**src/rtl/countdown_timer_hms_pkg.sv**
```systemverilog
// Shared state/select codes and field limits for the hh:mm:ss countdown timer.
package countdown_timer_hms_pkg;

  typedef enum logic [2:0] {
    ST_SET   = 3'd0,
    ST_RUN   = 3'd1,
    ST_PAUSE = 3'd2,
    ST_DONE  = 3'd3
  } state_t;

  typedef enum logic [1:0] {
    SEL_NONE = 2'd0,
    SEL_SEC  = 2'd1,
    SEL_MIN  = 2'd2,
    SEL_HOUR = 2'd3
  } sel_t;

  localparam logic [5:0] SEC_MAX = 6'd59;
  localparam logic [5:0] MIN_MAX = 6'd59;

endpackage

```
**src/rtl/countdown_timer_hms_if.sv**
```systemverilog
// Button inputs and display/status outputs of the countdown timer.
interface countdown_timer_hms_if
  import countdown_timer_hms_pkg::*;
#(
  parameter int HOUR_W = 5
);
  logic              stc;
  logic              inc;
  logic              dec;
  logic              run;
  logic [HOUR_W-1:0] hh;
  logic [5:0]        mm;
  logic [5:0]        ss;
  sel_t              sel;
  state_t            state;
  logic              blk;
  logic              done;
  logic              alarm;

  modport master (
    output stc, inc, dec, run,
    input  hh, mm, ss, sel, state, blk, done, alarm
  );

  modport slave (
    input  stc, inc, dec, run,
    output hh, mm, ss, sel, state, blk, done, alarm
  );
endinterface

```
**src/rtl/countdown_timer_hms_btn_edge.sv**
```systemverilog
// Two-flop synchroniser plus rising-edge detector for one raw button level.
module btn_edge (
  input  logic clk,
  input  logic rst_n,
  input  logic d,
  output logic pulse
);
  logic sync_p0;
  logic sync_p1;
  logic prev_p2;

  // synchronise the pin, then keep one more delayed copy to find the rising edge
  always_ff @(posedge clk or negedge rst_n) begin
    if (!rst_n) begin
      sync_p0 <= 1'b0;
      sync_p1 <= 1'b0;
      prev_p2 <= 1'b0;
    end else begin
      sync_p0 <= d;
      sync_p1 <= sync_p0;
      prev_p2 <= sync_p1;
    end
  end

  assign pulse = sync_p1 & ~prev_p2;
endmodule

```
**src/rtl/countdown_timer_hms.sv**
```systemverilog
// hh:mm:ss countdown timer: button arbitration, FSM, 1 s prescaler and borrow decrement.
module countdown_timer_hms
  import countdown_timer_hms_pkg::*;
#(
  parameter int CLK_HZ    = 50_000_000,
  parameter int MAX_HOURS = 23,
  parameter int HOUR_W    = 5
) (
  input logic                  clk,
  input logic                  rst_n,
  countdown_timer_hms_if.slave bus
);
  localparam int PW = (CLK_HZ > 1) ? $clog2(CLK_HZ) : 1;
  localparam logic [PW-1:0]     PRE_MAX  = PW'(CLK_HZ - 1);
  localparam logic [PW-1:0]     PRE_HALF = PW'(CLK_HZ / 2);
  localparam logic [HOUR_W-1:0] HR_MAX   = HOUR_W'(MAX_HOURS);

  function automatic logic [5:0] inc6(input logic [5:0] v, input logic [5:0] top);
    return (v == top) ? 6'd0 : v + 6'd1;
  endfunction

  function automatic logic [5:0] dec6(input logic [5:0] v, input logic [5:0] top);
    return (v == 6'd0) ? top : v - 6'd1;
  endfunction

  function automatic logic [HOUR_W-1:0] inc_hr(input logic [HOUR_W-1:0] v);
    return (v == HR_MAX) ? '0 : v + HOUR_W'(1);
  endfunction

  function automatic logic [HOUR_W-1:0] dec_hr(input logic [HOUR_W-1:0] v);
    return (v == '0) ? HR_MAX : v - HOUR_W'(1);
  endfunction

  function automatic sel_t next_sel(input sel_t s);
    case (s)
      SEL_NONE: return SEL_SEC;
      SEL_SEC:  return SEL_MIN;
      SEL_MIN:  return SEL_HOUR;
      default:  return SEL_NONE;
    endcase
  endfunction

  logic p_stc, p_inc, p_dec, p_run;
  logic ev_stc, ev_inc, ev_dec, ev_run;
  state_t state_q, state_d;
  sel_t sel_q;
  logic [HOUR_W-1:0] hh_q, hh_dn;
  logic [5:0] mm_q, mm_dn, ss_q, ss_dn;
  logic [PW-1:0] presc_q;
  logic done_q, alarm_q, blk_done_q, blk;
  logic time_zero, dn_zero, pre_wrap, tick;

  btn_edge u_stc (.clk(clk), .rst_n(rst_n), .d(bus.stc), .pulse(p_stc));
  btn_edge u_inc (.clk(clk), .rst_n(rst_n), .d(bus.inc), .pulse(p_inc));
  btn_edge u_dec (.clk(clk), .rst_n(rst_n), .d(bus.dec), .pulse(p_dec));
  btn_edge u_run (.clk(clk), .rst_n(rst_n), .d(bus.run), .pulse(p_run));

  // one event per cycle: stc beats inc beats dec beats run
  assign ev_stc = p_stc;
  assign ev_inc = p_inc & ~p_stc;
  assign ev_dec = p_dec & ~p_stc & ~p_inc;
  assign ev_run = p_run & ~p_stc & ~p_inc & ~p_dec;

  assign time_zero = (hh_q == '0) && (mm_q == 6'd0) && (ss_q == 6'd0);
  assign pre_wrap  = (presc_q == PRE_MAX);
  // a pause press holds the prescaler, so no tick can land on that cycle
  assign tick      = (state_q == ST_RUN) && pre_wrap && !ev_run;

  // borrow-correct one-second decrement of the current time
  always_comb begin
    ss_dn = ss_q;
    mm_dn = mm_q;
    hh_dn = hh_q;
    if (ss_q != 6'd0) begin
      ss_dn = ss_q - 6'd1;
    end else if (mm_q != 6'd0) begin
      ss_dn = SEC_MAX;
      mm_dn = mm_q - 6'd1;
    end else if (hh_q != '0) begin
      ss_dn = SEC_MAX;
      mm_dn = MIN_MAX;
      hh_dn = hh_q - HOUR_W'(1);
    end
  end

  assign dn_zero = (hh_dn == '0) && (mm_dn == 6'd0) && (ss_dn == 6'd0);

  // next-state selection and blink indicator
  always_comb begin
    state_d = state_q;
    blk     = 1'b1;
    case (state_q)
      ST_SET: begin
        if (ev_run && (sel_q == SEL_NONE) && !time_zero) state_d = ST_RUN;
      end
      ST_RUN: begin
        blk = (presc_q < PRE_HALF);
        if (ev_run) state_d = ST_PAUSE;
        else if (tick && dn_zero) state_d = ST_DONE;
      end
      ST_PAUSE: begin
        if (ev_run) state_d = ST_RUN;
        else if (ev_stc) state_d = ST_SET;
      end
      ST_DONE: begin
        blk = blk_done_q;
        if (ev_run) state_d = ST_SET;
      end
      default: state_d = ST_SET;
    endcase
  end

  // FSM state register
  always_ff @(posedge clk or negedge rst_n) begin
    if (!rst_n) state_q <= ST_SET;
    else        state_q <= state_d;
  end

  // time fields, selection, prescaler and alarm bookkeeping
  always_ff @(posedge clk or negedge rst_n) begin
    if (!rst_n) begin
      sel_q      <= SEL_NONE;
      hh_q       <= '0;
      mm_q       <= 6'd0;
      ss_q       <= 6'd0;
      presc_q    <= '0;
      done_q     <= 1'b0;
      alarm_q    <= 1'b0;
      blk_done_q <= 1'b1;
    end else begin
      done_q <= 1'b0;
      case (state_q)
        ST_SET: begin
          if (ev_stc) begin
            sel_q <= next_sel(sel_q);
          end else if (ev_inc) begin
            case (sel_q)
              SEL_SEC:  ss_q <= inc6(ss_q, SEC_MAX);
              SEL_MIN:  mm_q <= inc6(mm_q, MIN_MAX);
              SEL_HOUR: hh_q <= inc_hr(hh_q);
              default:  ;
            endcase
          end else if (ev_dec) begin
            case (sel_q)
              SEL_SEC:  ss_q <= dec6(ss_q, SEC_MAX);
              SEL_MIN:  mm_q <= dec6(mm_q, MIN_MAX);
              SEL_HOUR: hh_q <= dec_hr(hh_q);
              default:  ;
            endcase
          end else if (state_d == ST_RUN) begin
            presc_q <= '0;
          end
        end
        ST_RUN: begin
          if (!ev_run) begin
            presc_q <= pre_wrap ? '0 : presc_q + PW'(1);
            if (tick) begin
              ss_q <= ss_dn;
              mm_q <= mm_dn;
              hh_q <= hh_dn;
              if (dn_zero) begin
                done_q     <= 1'b1;
                alarm_q    <= 1'b1;
                blk_done_q <= 1'b1;
              end
            end
          end
        end
        ST_PAUSE: begin
          if (!ev_run && ev_stc) sel_q <= SEL_SEC;
        end
        ST_DONE: begin
          presc_q <= pre_wrap ? '0 : presc_q + PW'(1);
          if (pre_wrap) blk_done_q <= ~blk_done_q;
          if (ev_run) begin
            alarm_q <= 1'b0;
            sel_q   <= SEL_NONE;
          end
        end
        default: ;
      endcase
    end
  end

  assign bus.hh    = hh_q;
  assign bus.mm    = mm_q;
  assign bus.ss    = ss_q;
  assign bus.sel   = sel_q;
  assign bus.state = state_q;
  assign bus.blk   = blk;
  assign bus.done  = done_q;
  assign bus.alarm = alarm_q;
endmodule
```
**src/flat_wrapper.sv**
```systemverilog
// flat-port wrapper written by rule: the top's interface ports become plain ports
module countdown_timer_hms_flat import countdown_timer_hms_pkg::*;
#(
  parameter int CLK_HZ    = 50_000_000,
  parameter int MAX_HOURS = 23,
  parameter int HOUR_W    = 5
)
  (clk, rst_n, bus_stc, bus_inc, bus_dec, bus_run, bus_hh, bus_mm, bus_ss, bus_sel, bus_state, bus_blk, bus_done, bus_alarm);
  countdown_timer_hms_if #(.HOUR_W(HOUR_W)) bus_i ();
  input logic clk;
  input logic rst_n;
  input wire logic [$bits(bus_i.stc)-1:0] bus_stc;
  input wire logic [$bits(bus_i.inc)-1:0] bus_inc;
  input wire logic [$bits(bus_i.dec)-1:0] bus_dec;
  input wire logic [$bits(bus_i.run)-1:0] bus_run;
  output wire logic [$bits(bus_i.hh)-1:0] bus_hh;
  output wire logic [$bits(bus_i.mm)-1:0] bus_mm;
  output wire logic [$bits(bus_i.ss)-1:0] bus_ss;
  output wire logic [$bits(bus_i.sel)-1:0] bus_sel;
  output wire logic [$bits(bus_i.state)-1:0] bus_state;
  output wire logic [$bits(bus_i.blk)-1:0] bus_blk;
  output wire logic [$bits(bus_i.done)-1:0] bus_done;
  output wire logic [$bits(bus_i.alarm)-1:0] bus_alarm;
  assign bus_i.stc = bus_stc;
  assign bus_i.inc = bus_inc;
  assign bus_i.dec = bus_dec;
  assign bus_i.run = bus_run;
  assign bus_hh = bus_i.hh;
  assign bus_mm = bus_i.mm;
  assign bus_ss = bus_i.ss;
  assign bus_sel = bus_i.sel;
  assign bus_state = bus_i.state;
  assign bus_blk = bus_i.blk;
  assign bus_done = bus_i.done;
  assign bus_alarm = bus_i.alarm;
  countdown_timer_hms #(.CLK_HZ(CLK_HZ), .MAX_HOURS(MAX_HOURS), .HOUR_W(HOUR_W)) u_core (.clk(clk), .rst_n(rst_n), .bus(bus_i));
endmodule
```
**config.mk**
```make
export PLATFORM = sky130hd
export DESIGN_NAME = countdown_timer_hms_flat
export DESIGN_NICKNAME = d
export VERILOG_FILES = /design/src/rtl/countdown_timer_hms_pkg.sv /design/src/rtl/countdown_timer_hms_if.sv /design/src/rtl/countdown_timer_hms_btn_edge.sv /design/src/rtl/countdown_timer_hms.sv /design/src/flat_wrapper.sv
export SDC_FILE = /design/constraint.sdc
export NUM_CORES = 1
export LEC_CHECK = 0
export BUFFER_PORTS_ARGS = -buffer_cell sky130_fd_sc_hd__buf_2
export CAP_MARGIN = 20
export CORE_UTILIZATION = 50
export DETAILED_ROUTE_END_ITERATION = 10
export HOLD_SLACK_MARGIN = 0.08
export PLACE_DENSITY = 0.68
export SYNTH_ARGS = -nofsm -noshare
export SYNTH_HDL_FRONTEND = slang
export SYNTH_HIERARCHICAL = 1
export SYNTH_SLANG_ARGS = --single-unit
```
**constraint.sdc**
```tcl
create_clock -name clk -period 6.33 [get_ports clk]
set_input_delay 1.266 -clock clk [delete_from_list [all_inputs] [get_ports clk]]
set_output_delay 1.266 -clock clk [all_outputs]
set_load 0.01 [all_outputs]
```
==> summary.md, run 1 <==
| Metric | Value |
|---|---|
| GR Layer Usage met1 | 33.9% |
| Commonest cells in the synthesized netlist | 70 x o21ai_0, 62 x dfrtp_1, 49 x nor2_1, 39 x a21oi_1, 39 x nand2_1 |
| Synth Warn # | 6 |
| Crit. Startpoint | u_core/presc_q[7] |
| Max Fanout on Critical Path | 9 |
| Hold_sp | u_core/u_dec/sync_p0 |
| Grt ovf | 0 |
| Fin. max-slew vios | 0 |
| Syn Nets | 567 |
| Worst r2r src | u_core/presc_q[0] |
| Antenna diode count | 0 |
| Final Setup Violations | 0 |
| Ys async rst share | 100% |
| Req. time, crit path | between 5 and 6 ns |
| Layout area overhead | 8.27% |
| Critical path class | reg2out |
| Gr usage total | a little over a quarter |
| Routed WL | 11700 µm |
| Startpoint types | register |
| Seq/Total Area, Yosys | a little over a third |
| Io pins | 31 |
| DRC violations left | 0 |
| Largest net degree at the start of global routing | 64 |
| P_sw | 0.725 mW |
| Ys flop type | dfrtp_1 |
| Setup TNS | 0 ns |
| TritonCTS clock tree | done |
| Synthesized area per cell | 8.10 µm² |
| P_leak | 1.93 nW |
| Root Driver | clkbuf_8 |
| Cell Rows | 34 |
| Fin crit share | 53.4% |
| TritonCTS buffer count | 9 |
| Switching Fraction | 43.8% |
| Final Hold Fails | 0 |
| Longest Clk Path Bufs | 2 |
| CTS sink cnt | 63 |
| PwrDens | roughly 340 nW/µm² |
| DRT Pass-1 Iters | 7 |
| Synth Cell Area | 4450 µm² |
| DR vias/cell | 6.42 |
| Die Y | 96.3 µm |
| Post-Syn Instances | around 550 |
| CTS clk-pin slew, worst paths | about 0.060 ns |
| Final #Nets | 577 |
| Critical Path AT | 2.11 ns |
| Vias in the first global route | between 3k and 4k |
| Hold Path Class | reg2reg |
| Global-route wire length before repair | 19200 µm |
| Register share of total power | about two fifths |
| Status | completed |
| Largest area contributor in the netlist | dfrtp_1 |
| CP endpoint kind | output port |
| Clk Latency, worst-skew pair | 0.34 ns |
| Internal Power | 0.929 mW |
| Clock network power share | 19.9% |
| CTS Hold Buffers Added | 0 |
| Worst Setup Slack, final | 2.95 ns |
| Die ar. | 9280 µm² |
| Post-cts sizing count | 0 |
| GR peak layer | met2 |
| Share of cells above drive strength 1 | 12.6% |
| Core Region | around 8700 µm² |
| #FFs+latches synth | 63 |
| Setup repair bufs after CTS | 0 |
| Unique masters post-synth | 72 |
| Skew final | 0.0113 ns |
| Top cells by area, synth | dfrtp_1 35%, o21ai_0 7.9%, a21oi_1 4.4% |
| Min cycle time layout | 3.38 ns |
| RSZ-0062 raised after global routing | false |
| DIE WIDTH | between 90 and 100 µm |
| Met2 Usage GRT | 46.0% |
| Initial antenna violation count | 0 |
| Least-Margin Pin Slew | 0.983 ns |
| Gate power share | 41.5% |
| Post-synth EDFFs | 0 |
| First DRT Iteration DRCs | around 250 |
| Max Cap Viol | 0 |
| Met3 GRT Util | 3.48% |
| DP HPWL | 8020 µm |
| Port bufs | 30 |
| H-tree depth | 3 |
| Detail Route Antenna Nets | 0 |
| Peak VDD IR | 0.140 mV |
| Highest clock rate | 0.296 GHz |
| Vias post-DR | 4316 |
| Max transition margin | 34.0% |
| Most common cell in the synthesized netlist | o21ai_0 |
| Setup WS pre-CTS | between 3 and 4 ns |
| Routed WL per cell | 17.5 µm |
| Final Wtd Congestion | 0.905 |
| Share of the synthesized area in the top cell type | 34.9% |
| Initial core utilization | 51.3% |
==> flip-flops by register name, summed over array words and instances, names as in the netlist, 2 cells and up <==
register / flops
u_core/bus.hh: 5
u_core/bus.mm: 6
u_core/bus.sel: 2
u_core/bus.ss: 6
u_core/bus.state: 3
u_core/presc_q: 26
==> routing by layer <==
metal,up-vias,wire length (µm)
met3,22,572
met1,2065,5100
li1,2079,-
met2,150,5830
met5,-,0
met4,0,239
==> kinds of logic after synthesis <==
family	after synthesis	share of synthesized area (%)
fa+ha+maj	12	3.38
flops	63	35.5
xor+xnor	3	0.591
mux	10	2.36
simple gates	220	27.6
buf+inv	53	4.84
compound gates	187	25.7
other cells	1	0.0843
==> worst max-delay path, stage by stage, from the launching register on <==
cell and delay (ns):
dfrtp_1 0.46, nor4_1 0.57, nor2b_1 0.19, o21ai_0 0.08, a21oi_1 0.14, o21ai_0 0.10
nand3_1 0.11, buf_2 0.14
==> power by group through the flow <==
stage / clock network (mW) / registers, mW / logic, mW
5_1_grt: 0.355 / 0.659 / 0.759
3_5_place_dp: 0 / 0.644 / 0.673
3_3_place_gp: 0 / 0.639 / 0.665
2_1_floorplan: 0 / 0.558 / 0.567
4_1_cts: 0.339 / 0.635 / 0.678
6_report: 0.330 / 0.638 / 0.687
==> per-stage QoR <==
step	utilization (%)	total power [mW]	area, µm²	hold slack [ns]	instances
2_1_floorplan	-	1.13	4450	0.331	549
4_1_cts	55.5	1.65	4820	0.351	672
3_3_place_gp	53.3	1.30	4630	0.334	655
6_report	55.5	1.65	4820	0.350	672
5_1_grt	55.5	1.77	4820	0.362	672
3_5_place_dp	53.4	1.32	4630	0.336	656
==> path summary, 6_finish.rpt <==
kind / to / slack, ns / depth (start not counted)
max: bus_blk / 2.95 / 7
min: u_core/u_dec/sync_p1 / 0.35 / 0
max reg2reg: u_core/bus.ss[0] / 3.08 / 7
min reg2reg: u_core/u_dec/sync_p1 / 0.35 / 0
max in group asynchronous: u_core/bus.hh[0] / 4.67 / 2
min in group asynchronous: u_core/bus.mm[4] / 1.07 / 2
==> cells in the final DEF (no fill, tap or decap), types with 6 or more instances in the layout <==
cell / synthesis / layout
o21ai_1: 7 / 7
o21ai_0: 70 / 70
o211ai_1: 10 / 10
nor3_1: 17 / 17
dfrtp_1: 62 / 62
nor2_1: 49 / 49
buf_2: 4 / 30
nor2b_1: 7 / 7
a31oi_1: 14 / 14
and3_1: 10 / 10
nand2_1: 39 / 39
nor4_1: 7 / 7
nand2b_1: 6 / 6
inv_1: 15 / 15
mux2i_1: 6 / 6
nand4_1: 20 / 20
a21oi_1: 39 / 39
nand3_1: 25 / 25
buf_4: 1 / 6
clkbuf_8: 0 / 12
ha_1: 12 / 12
==> cell type report <==
cell class | instances | area (µm²)
clock buffer | 15 | 176
clock inverter | 1 | 5.00
fill | 809 | 3860
inverter | 16 | 60.1
multi-input combinational | 433 | 2670
sequential | 63 | 1580
tap | 108 | 135
timing repair buffer | 36 | 195
Power figures use the tool's default switching activity.
==> run 2, diff against run 1 <==
--- a/config.mk
+++ b/config.mk
@@ -10,7 +10,7 @@
 export CORE_UTILIZATION = 50
 export DETAILED_ROUTE_END_ITERATION = 10
 export HOLD_SLACK_MARGIN = 0.08
-export PLACE_DENSITY = 0.68
+export PLACE_DENSITY = 0.71
 export SYNTH_ARGS = -nofsm -noshare
 export SYNTH_HDL_FRONTEND = slang
 export SYNTH_HIERARCHICAL = 1
==> constraint.sdc (replaced) <==
create_clock -name clk -period 2.7 [get_ports clk]
set_input_delay 0.54 -clock clk [delete_from_list [all_inputs] [get_ports clk]]
set_output_delay 0.54 -clock clk [all_outputs]
set_load 0.01 [all_outputs]
==> run 2 against run 1 <==
Net effect: count of clock-buffer cells in the layout decreased by 6; via count increased by 6.4%; largest cell class unchanged; critical path type is now reg2reg; hold slack got worse by 0.16 ns.
==> summary.md, run 2 (synthesized netlist as in run 1, its figures left out) <==
| Metric | Value |
|---|---|
| TritonCTS clock tree | done (unchanged) |
| Routed WL per cell | 17.4 µm (was 17.5 µm) |
| TritonCTS buffer count | 9 (unchanged) |
| PwrDens | 828 nW/µm² (was 344 nW/µm²) |
| Fill cells | 764 (was 809) |
| Fin Hold WS | 0.191 ns (was 0.350 ns) |
| Longest Clk Path Bufs | 2 (unchanged) |
| Routed WL | 12600 µm (was 11700 µm) |
| Status | completed (unchanged) |
| Least-Margin Pin Slew | 0.735 ns (was 0.983 ns) |
| Area of the multi-input gates | 2720 µm² (was 2670 µm²) |
| DR vias/cell | 6.36 (was 6.42) |
| Detail Route Antenna Nets | 0 (unchanged) |
| Final Wtd Congestion | 0.896 (was 0.905) |
| Reg2reg path depth | 8 (was 7) |
| Clk Latency, worst-skew pair | 0.35 ns (was 0.34 ns) |
| Buffer and inverter count on the worst path | 1 (unchanged) |
| GR Layer Usage met1 | 37.5% (was 33.9%) |
| Final Setup Violations | 0 (unchanged) |
| Antenna diode count | 0 (unchanged) |
| Min cycle time layout | 2.64 ns |
| Share of cells above drive strength 1 | 21.8% (was 12.6%) |
| Post-layout instance area | 5300 µm² (was 4820 µm²) |
| Max stage delay on crit path | 0.54 ns (was 0.57 ns) |
| Max Fanout on Critical Path | 4 (was 9) |
| Register area | 1580 µm² (about the same) |
| Crit. path cell count | 8 (was 7) |
| Req. time, crit path | 2.99 ns (was 5.06 ns) |
| Final Hold Fails | 0 (unchanged) |
| Fin. max-slew vios | 0 (unchanged) |
| Global-route wire length before repair | 20000 µm (was 19200 µm) |
| Final #Nets | 627 (was 577) |
| DP HPWL | 8630 µm (was 8020 µm) |
| Port bufs | 30 (unchanged) |
| Hold Path Class | in2async (was reg2reg) |
| DRT Pass-1 Iters | 7 (unchanged) |
| Most frequent cells in the layout | 70 x o21ai_0, 61 x dfrtp_1, 53 x buf_4 (was 70 x o21ai_0, 62 x dfrtp_1, 49 x nor2_1) |
| Layout area overhead | 19.2% (was 8.27%) |
| Root Driver | clkbuf_8 (unchanged) |
| Met2 Usage GRT | 46.2% (was 46.0%) |
| CTS clk-pin slew, worst paths | 0.08 ns (was 0.06 ns) |
| Highest clock rate | 0.379 GHz |
| Die ar. | 9280 µm² (unchanged) |
| Max Cap Viol | 0 (unchanged) |
| Skew final | 0.00624 ns (was 0.0113 ns) |
| Setup WS pre-CTS | 0.127 ns (was 3.18 ns) |
| Slowest CP cell | or4_4 (was nor4_1) |
| Vias post-DR | 4591 (was 4316) |
| Most flops, register | u_core/presc_q (unchanged) |
| Startpoint types | register (unchanged) |
| P_leak | 2.22 nW (was 1.93 nW) |
| CP endpoint kind | register (was output port) |
| CTS sink cnt | 63 (unchanged) |
| Initial core utilization | 51.3% (unchanged) |
| Io pins | 31 (unchanged) |
| Cells along the critical path | inv_2 -> ha_1 -> or3b_4 -> nor4_4 -> a21oi_1 -> or3_4 -> or4_4 -> a21oi_2 (was nor4_1 -> nor2b_1 -> o21ai_0 -> a21oi_1 -> o21ai_0 -> nand3_1 -> buf_2) |
| Flop-to-flop setup slack | 0.06 ns (was 3.08 ns) |
| Largest net degree at the start of global routing | 41 (was 64) |
| DRC violations left | 0 (unchanged) |
| Cell Rows | 34 (unchanged) |
| Grt ovf | 0 (unchanged) |
| Core Region | 8680 µm² (unchanged) |
| CTS Hold Buffers Added | 0 (unchanged) |
| Die Y | 96.3 µm (unchanged) |
| Fin crit share | roughly 100% |
| CP top delay family | simple AND/OR/NAND/NOR gates (unchanged) |
| Core Util, Final | 61.1% (was 55.5%) |
| Commonest non-fill, non-tap cell in the layout | o21ai_0 (unchanged) |
| Worst Setup Slack, final | 0.0635 ns (was 2.95 ns) |
| First DRT Iteration DRCs | 371 (was 247) |
| Critical Path AT | 2.92 ns (was 2.11 ns) |
| Max transition margin | 51.0% (was 34.0%) |
| Vias in the first global route | 4081 (was 3979) |
| Tot Pwr | 4.39 mW (was 1.65 mW) |
| Gr usage total | 27.9% (was 26.7%) |
| Met3 GRT Util | 3.48% (unchanged) |
| Peak VDD IR | 0.479 mV (was 0.140 mV) |
| DIE WIDTH | 96.3 µm (unchanged) |
| Critical path class | reg2reg (was reg2out) |
| H-tree depth | 3 (unchanged) |
| Largest register FFs | 26 (unchanged) |
| Placed Area | 4980 µm² (was 4630 µm²) |
| GR peak layer | met2 (unchanged) |
| Initial antenna violation count | 0 (unchanged) |
-- run 2: cell type report --
cell class	instances	share of cell area, %
clock buffers	9	2.34
well taps	108	2.55
clock inverters	7	1.82
flip-flops and latches	63	29.8
repair buffers	86	11.1
multi-input cells	433	51.2
inverters	16	1.13
-- run 2: repair_timing --
action,in CTS,in global routing
setup endpoints to repair,0,2
resized for setup,0,12
setup buffers,0,5
-- run 2: where the power goes --
part	switching, mW	internal [mW]	total, mW
Clock	0.410	0.523	0.933
Combinational	1.31	0.936	2.25
Sequential	0.123	1.09	1.21
Total	1.85	2.55	4.39
-- run 2: path summary, 6_finish.rpt --
path,endpoint,start
min,u_core/bus.mm[2],rst_n
max reg2reg,u_core/blk_done_q,u_core/bus.mm[0]
max,u_core/blk_done_q,u_core/bus.mm[0]
min in group clk,u_core/u_run/sync_p0,bus_run
max in group asynchronous,u_core/blk_done_q,rst_n
min reg2reg,u_core/u_stc/sync_p1,u_core/u_stc/sync_p0
-- run 2: metal layers --
| layer | up-vias | wire length, µm |
|---|---|---|
| met3 | 13 | 765 |
| met4 | 0 | 166 |
| met5 | - | 0 |
| met1 | 2221 | 5510 |
| met2 | 175 | 6130 |
| li1 | 2182 | - |
-- run 2: through the flow --
stage / instances / setup TNS (ns)
6_report: 722 / 0
5_1_grt: 722 / -0.0380
4_1_cts: 716 / 0
3_5_place_dp: 700 / 0
3_3_place_gp: 700 / 0
2_1_floorplan: 549 / 0
==> run 3, diff against run 2 <==
--- a/config.mk
+++ b/config.mk
@@ -7,10 +7,10 @@
 export LEC_CHECK = 0
 export BUFFER_PORTS_ARGS = -buffer_cell sky130_fd_sc_hd__buf_2
 export CAP_MARGIN = 20
-export CORE_UTILIZATION = 50
+export CORE_UTILIZATION = 25
 export DETAILED_ROUTE_END_ITERATION = 10
 export HOLD_SLACK_MARGIN = 0.08
-export PLACE_DENSITY = 0.71
+export PLACE_DENSITY = 0.41
 export SYNTH_ARGS = -nofsm -noshare
 export SYNTH_HDL_FRONTEND = slang
 export SYNTH_HIERARCHICAL = 1
==> run 3 against run 2 <==
Net effect: total power grew 8.9%; final area grew 5.9%; utilization shrank 29 points; sequential cell count stayed put; hold slack improved by 0.023 ns; sequential share of layout area shrank 1.7 points; critical endpoint unchanged.
==> summary.md, run 3 (synthesized netlist as in run 1, its figures left out) <==
| Metric | Value |
|---|---|
| Core Util, Final | 32.4% (was 61.1%) |
| DP HPWL | 10300 µm (was 8630 µm) |
| Antenna diode count | 0 (unchanged) |
| Fin. max-slew vios | 0 (unchanged) |
| Dpl cells | 829 (was 700) |
| DR vias/cell | 5.35 (was 6.36) |
| PwrDens | 852 nW/µm² (was 828 nW/µm²) |
| Largest register FFs | 26 (unchanged) |
| Cells along the critical path | inv_2 -> ha_4 -> or3b_4 -> nor4_4 -> a21oi_1 -> or3_4 -> or4_4 -> a21oi_2 (was inv_2 -> ha_1 -> or3b_4 -> nor4_4 -> a21oi_1 -> or3_4 -> or4_4 -> a21oi_2) |
| Status | completed (unchanged) |
| DRC violations left | 0 (unchanged) |
| CTS Hold Buffers Added | 0 (unchanged) |
| DRT Pass-1 Iters | 5 (was 7) |
| Global-route wire length before repair | 23700 µm (was 20000 µm) |
| Highest clock rate | 0.378 GHz (was 0.379 GHz) |
| Register share of total power | 25.4% (was 27.5%) |
| Final #Nets | 635 (was 627) |
| Slowest CP cell | or4_4 (unchanged) |
| Final Wtd Congestion | 0.826 (was 0.896) |
| Final Hold Fails | 0 (unchanged) |
| Routed WL | 14300 µm (was 12600 µm) |
| Initial antenna violation count | 0 (unchanged) |
| Final std cells w/o fill | 847 (was 722) |
| P_sw | 1.92 mW (was 1.85 mW) |
| Detail Route Antenna Nets | 0 (unchanged) |
| Buffer and inverter count on the worst path | 1 (unchanged) |
| Least-Margin Pin Slew | 0.759 ns (was 0.735 ns) |
| Fin crit share | 98.0% (was 97.6%) |
| Reg2reg path depth | 8 (unchanged) |
| Vias post-DR | 4529 (was 4591) |
| Peak VDD IR | 0.339 mV (was 0.479 mV) |
| Routed WL per cell | 16.9 µm (was 17.4 µm) |
| Longest Clk Path Bufs | 2 (unchanged) |
| First DRT Iteration DRCs | 252 (was 371) |
| Skew final | 0.00844 ns (was 0.00624 ns) |
| TritonCTS clock tree | done (unchanged) |
| CTS clk-pin slew, worst paths | 0.06 ns (was 0.08 ns) |
| Final Setup Violations | 0 (unchanged) |
| Max Fanout on Critical Path | 4 (unchanged) |
| H-tree depth | 3 (unchanged) |
| Die Y | 135 µm (was 96.3 µm) |
| Max Cap Viol | 0 (unchanged) |
| Crit. Startpoint | u_core/bus.mm[1] (was u_core/bus.mm[0]) |
| Clock network power share | 27.2% (was 21.2%) |
| Largest net degree at the start of global routing | 64 (was 41) |
| Root Driver | clkbuf_16 (was clkbuf_8) |
| Die ar. | 18300 µm² (was 9280 µm²) |
| Initial core utilization | 25.6% (was 51.3%) |
| Switching Fraction | 40.2% (was 42.0%) |
| Min cycle time layout | 2.65 ns (was 2.64 ns) |
| Port bufs | 30 (unchanged) |
| Max stage delay on crit path | 0.54 ns (about the same) |
| Tot Pwr | 4.78 mW (was 4.39 mW) |
| Hold Path Class | in2async (unchanged) |
| Commonest non-fill, non-tap cell in the layout | o21ai_0 (unchanged) |
| Flop-to-flop setup slack | 0.05 ns (was 0.06 ns) |
| Core Region | 17400 µm² (was 8680 µm²) |
| CP endpoint kind | register (unchanged) |
| Vias in the first global route | 4435 (was 4081) |
| CP top delay family | simple AND/OR/NAND/NOR gates (unchanged) |
| CTS sink cnt | 63 (unchanged) |
| Most flops, register | u_core/presc_q (unchanged) |
| P_leak | 2.31 nW (was 2.22 nW) |
| Critical path class | reg2reg (unchanged) |
| Io pins | 31 (unchanged) |
| Startpoint types | register (unchanged) |
| Cell Rows | 48 (was 34) |
| RSZ-0062 raised after global routing | true |
| Share of cells above drive strength 1 | 22.8% (was 21.8%) |
| Gate power share | 47.4% (was 51.2%) |
| Gr usage total | 16.7% (was 27.9%) |
| Reg-to-Reg End | u_core/blk_done_q (unchanged) |
| Clk Latency, worst-skew pair | 0.34 ns (was 0.35 ns) |
| Most frequent cells in the layout | 70 x o21ai_0, 62 x dfrtp_1, 61 x buf_4 (was 70 x o21ai_0, 61 x dfrtp_1, 53 x buf_4) |
| Worst Setup Slack, final | 0.0538 ns (was 0.0635 ns) |
| DIE WIDTH | 135 µm (was 96.3 µm) |
| TritonCTS buffer count | 9 (unchanged) |
| Internal Power | 2.86 mW (was 2.55 mW) |
| Layout area overhead | 26.2% (was 19.2%) |
| Req. time, crit path | 2.98 ns (was 2.99 ns) |
| Worst r2r src | u_core/bus.mm[1] (was u_core/bus.mm[0]) |
| Setup WS pre-CTS | 0.0780 ns (was 0.127 ns) |
| Max transition margin | 48.9% (was 51.0%) |
| Critical Path AT | 2.92 ns (about the same) |
| Grt ovf | 0 (unchanged) |
## run 3: worst max-delay path by stage
stage | endpoint | slack, ns | cells after the start
after global placement | u_core/bus.ss[5] | 0.17 | 6
after CTS | u_core/blk_done_q | 0.06 | 8
after floorplan | u_core/blk_done_q | 0.008 | 9
final | u_core/blk_done_q | 0.05 | 8
after detailed placement | u_core/blk_done_q | 0.08 | 8
after global routing | u_core/blk_done_q | -0.02 | 8
## run 3: timing repair
| action | CTS | global route |
|---|---|---|
| gates resized for setup | 0 | 11 |
| endpoints found under the hold margin | 0 | 0 |
| buffers inserted | 0 | 2 |
| endpoints found under the setup margin | 0 | 5 |
## run 3: through the flow
step | cell area, µm² | TNS, ns | hold slack, ns
6_report | 5620 | 0 | 0.214
5_1_grt | 5620 | -0.0192 | 0.227
4_1_cts | 5560 | 0 | 0.219
3_5_place_dp | 5230 | 0 | 0.336
3_3_place_gp | 5230 | 0 | 0.333
2_1_floorplan | 4450 | 0 | 0.244
## run 3: layer usage
metal,vias to the layer above,share of wire [%],global-route usage (%)
met5,-,0,0
met4,0,2.0,6.18
met3,22,5.4,4.41
met2,124,49,28.2
met1,2182,44,20.3
li1,2201,-,-
## run 3: area by class of cell
| class | instances | area (µm²) |
|---|---|---|
| Fill cell | 1864 | 11700 |
| Multi-Input combinational cell | 433 | 2710 |
| Sequential cell | 63 | 1580 |
| Timing Repair Buffer | 94 | 659 |
| Tap cell | 225 | 282 |
| Clock buffer | 9 | 225 |
| Clock inverter | 7 | 103 |
| Inverter | 16 | 60.1 |
## run 3: power groups by stage
| stage | clock [mW] | sequential (mW) | combinational, mW |
|---|---|---|---|
| final | 1.30 | 1.21 | 2.27 |
| after global routing | 1.39 | 1.24 | 2.52 |
| after CTS | 1.35 | 1.22 | 2.23 |
| after detailed placement | 0 | 1.23 | 2.22 |
| after global placement | 0 | 1.23 | 2.21 |
| after floorplan | 0 | 1.31 | 1.33 |
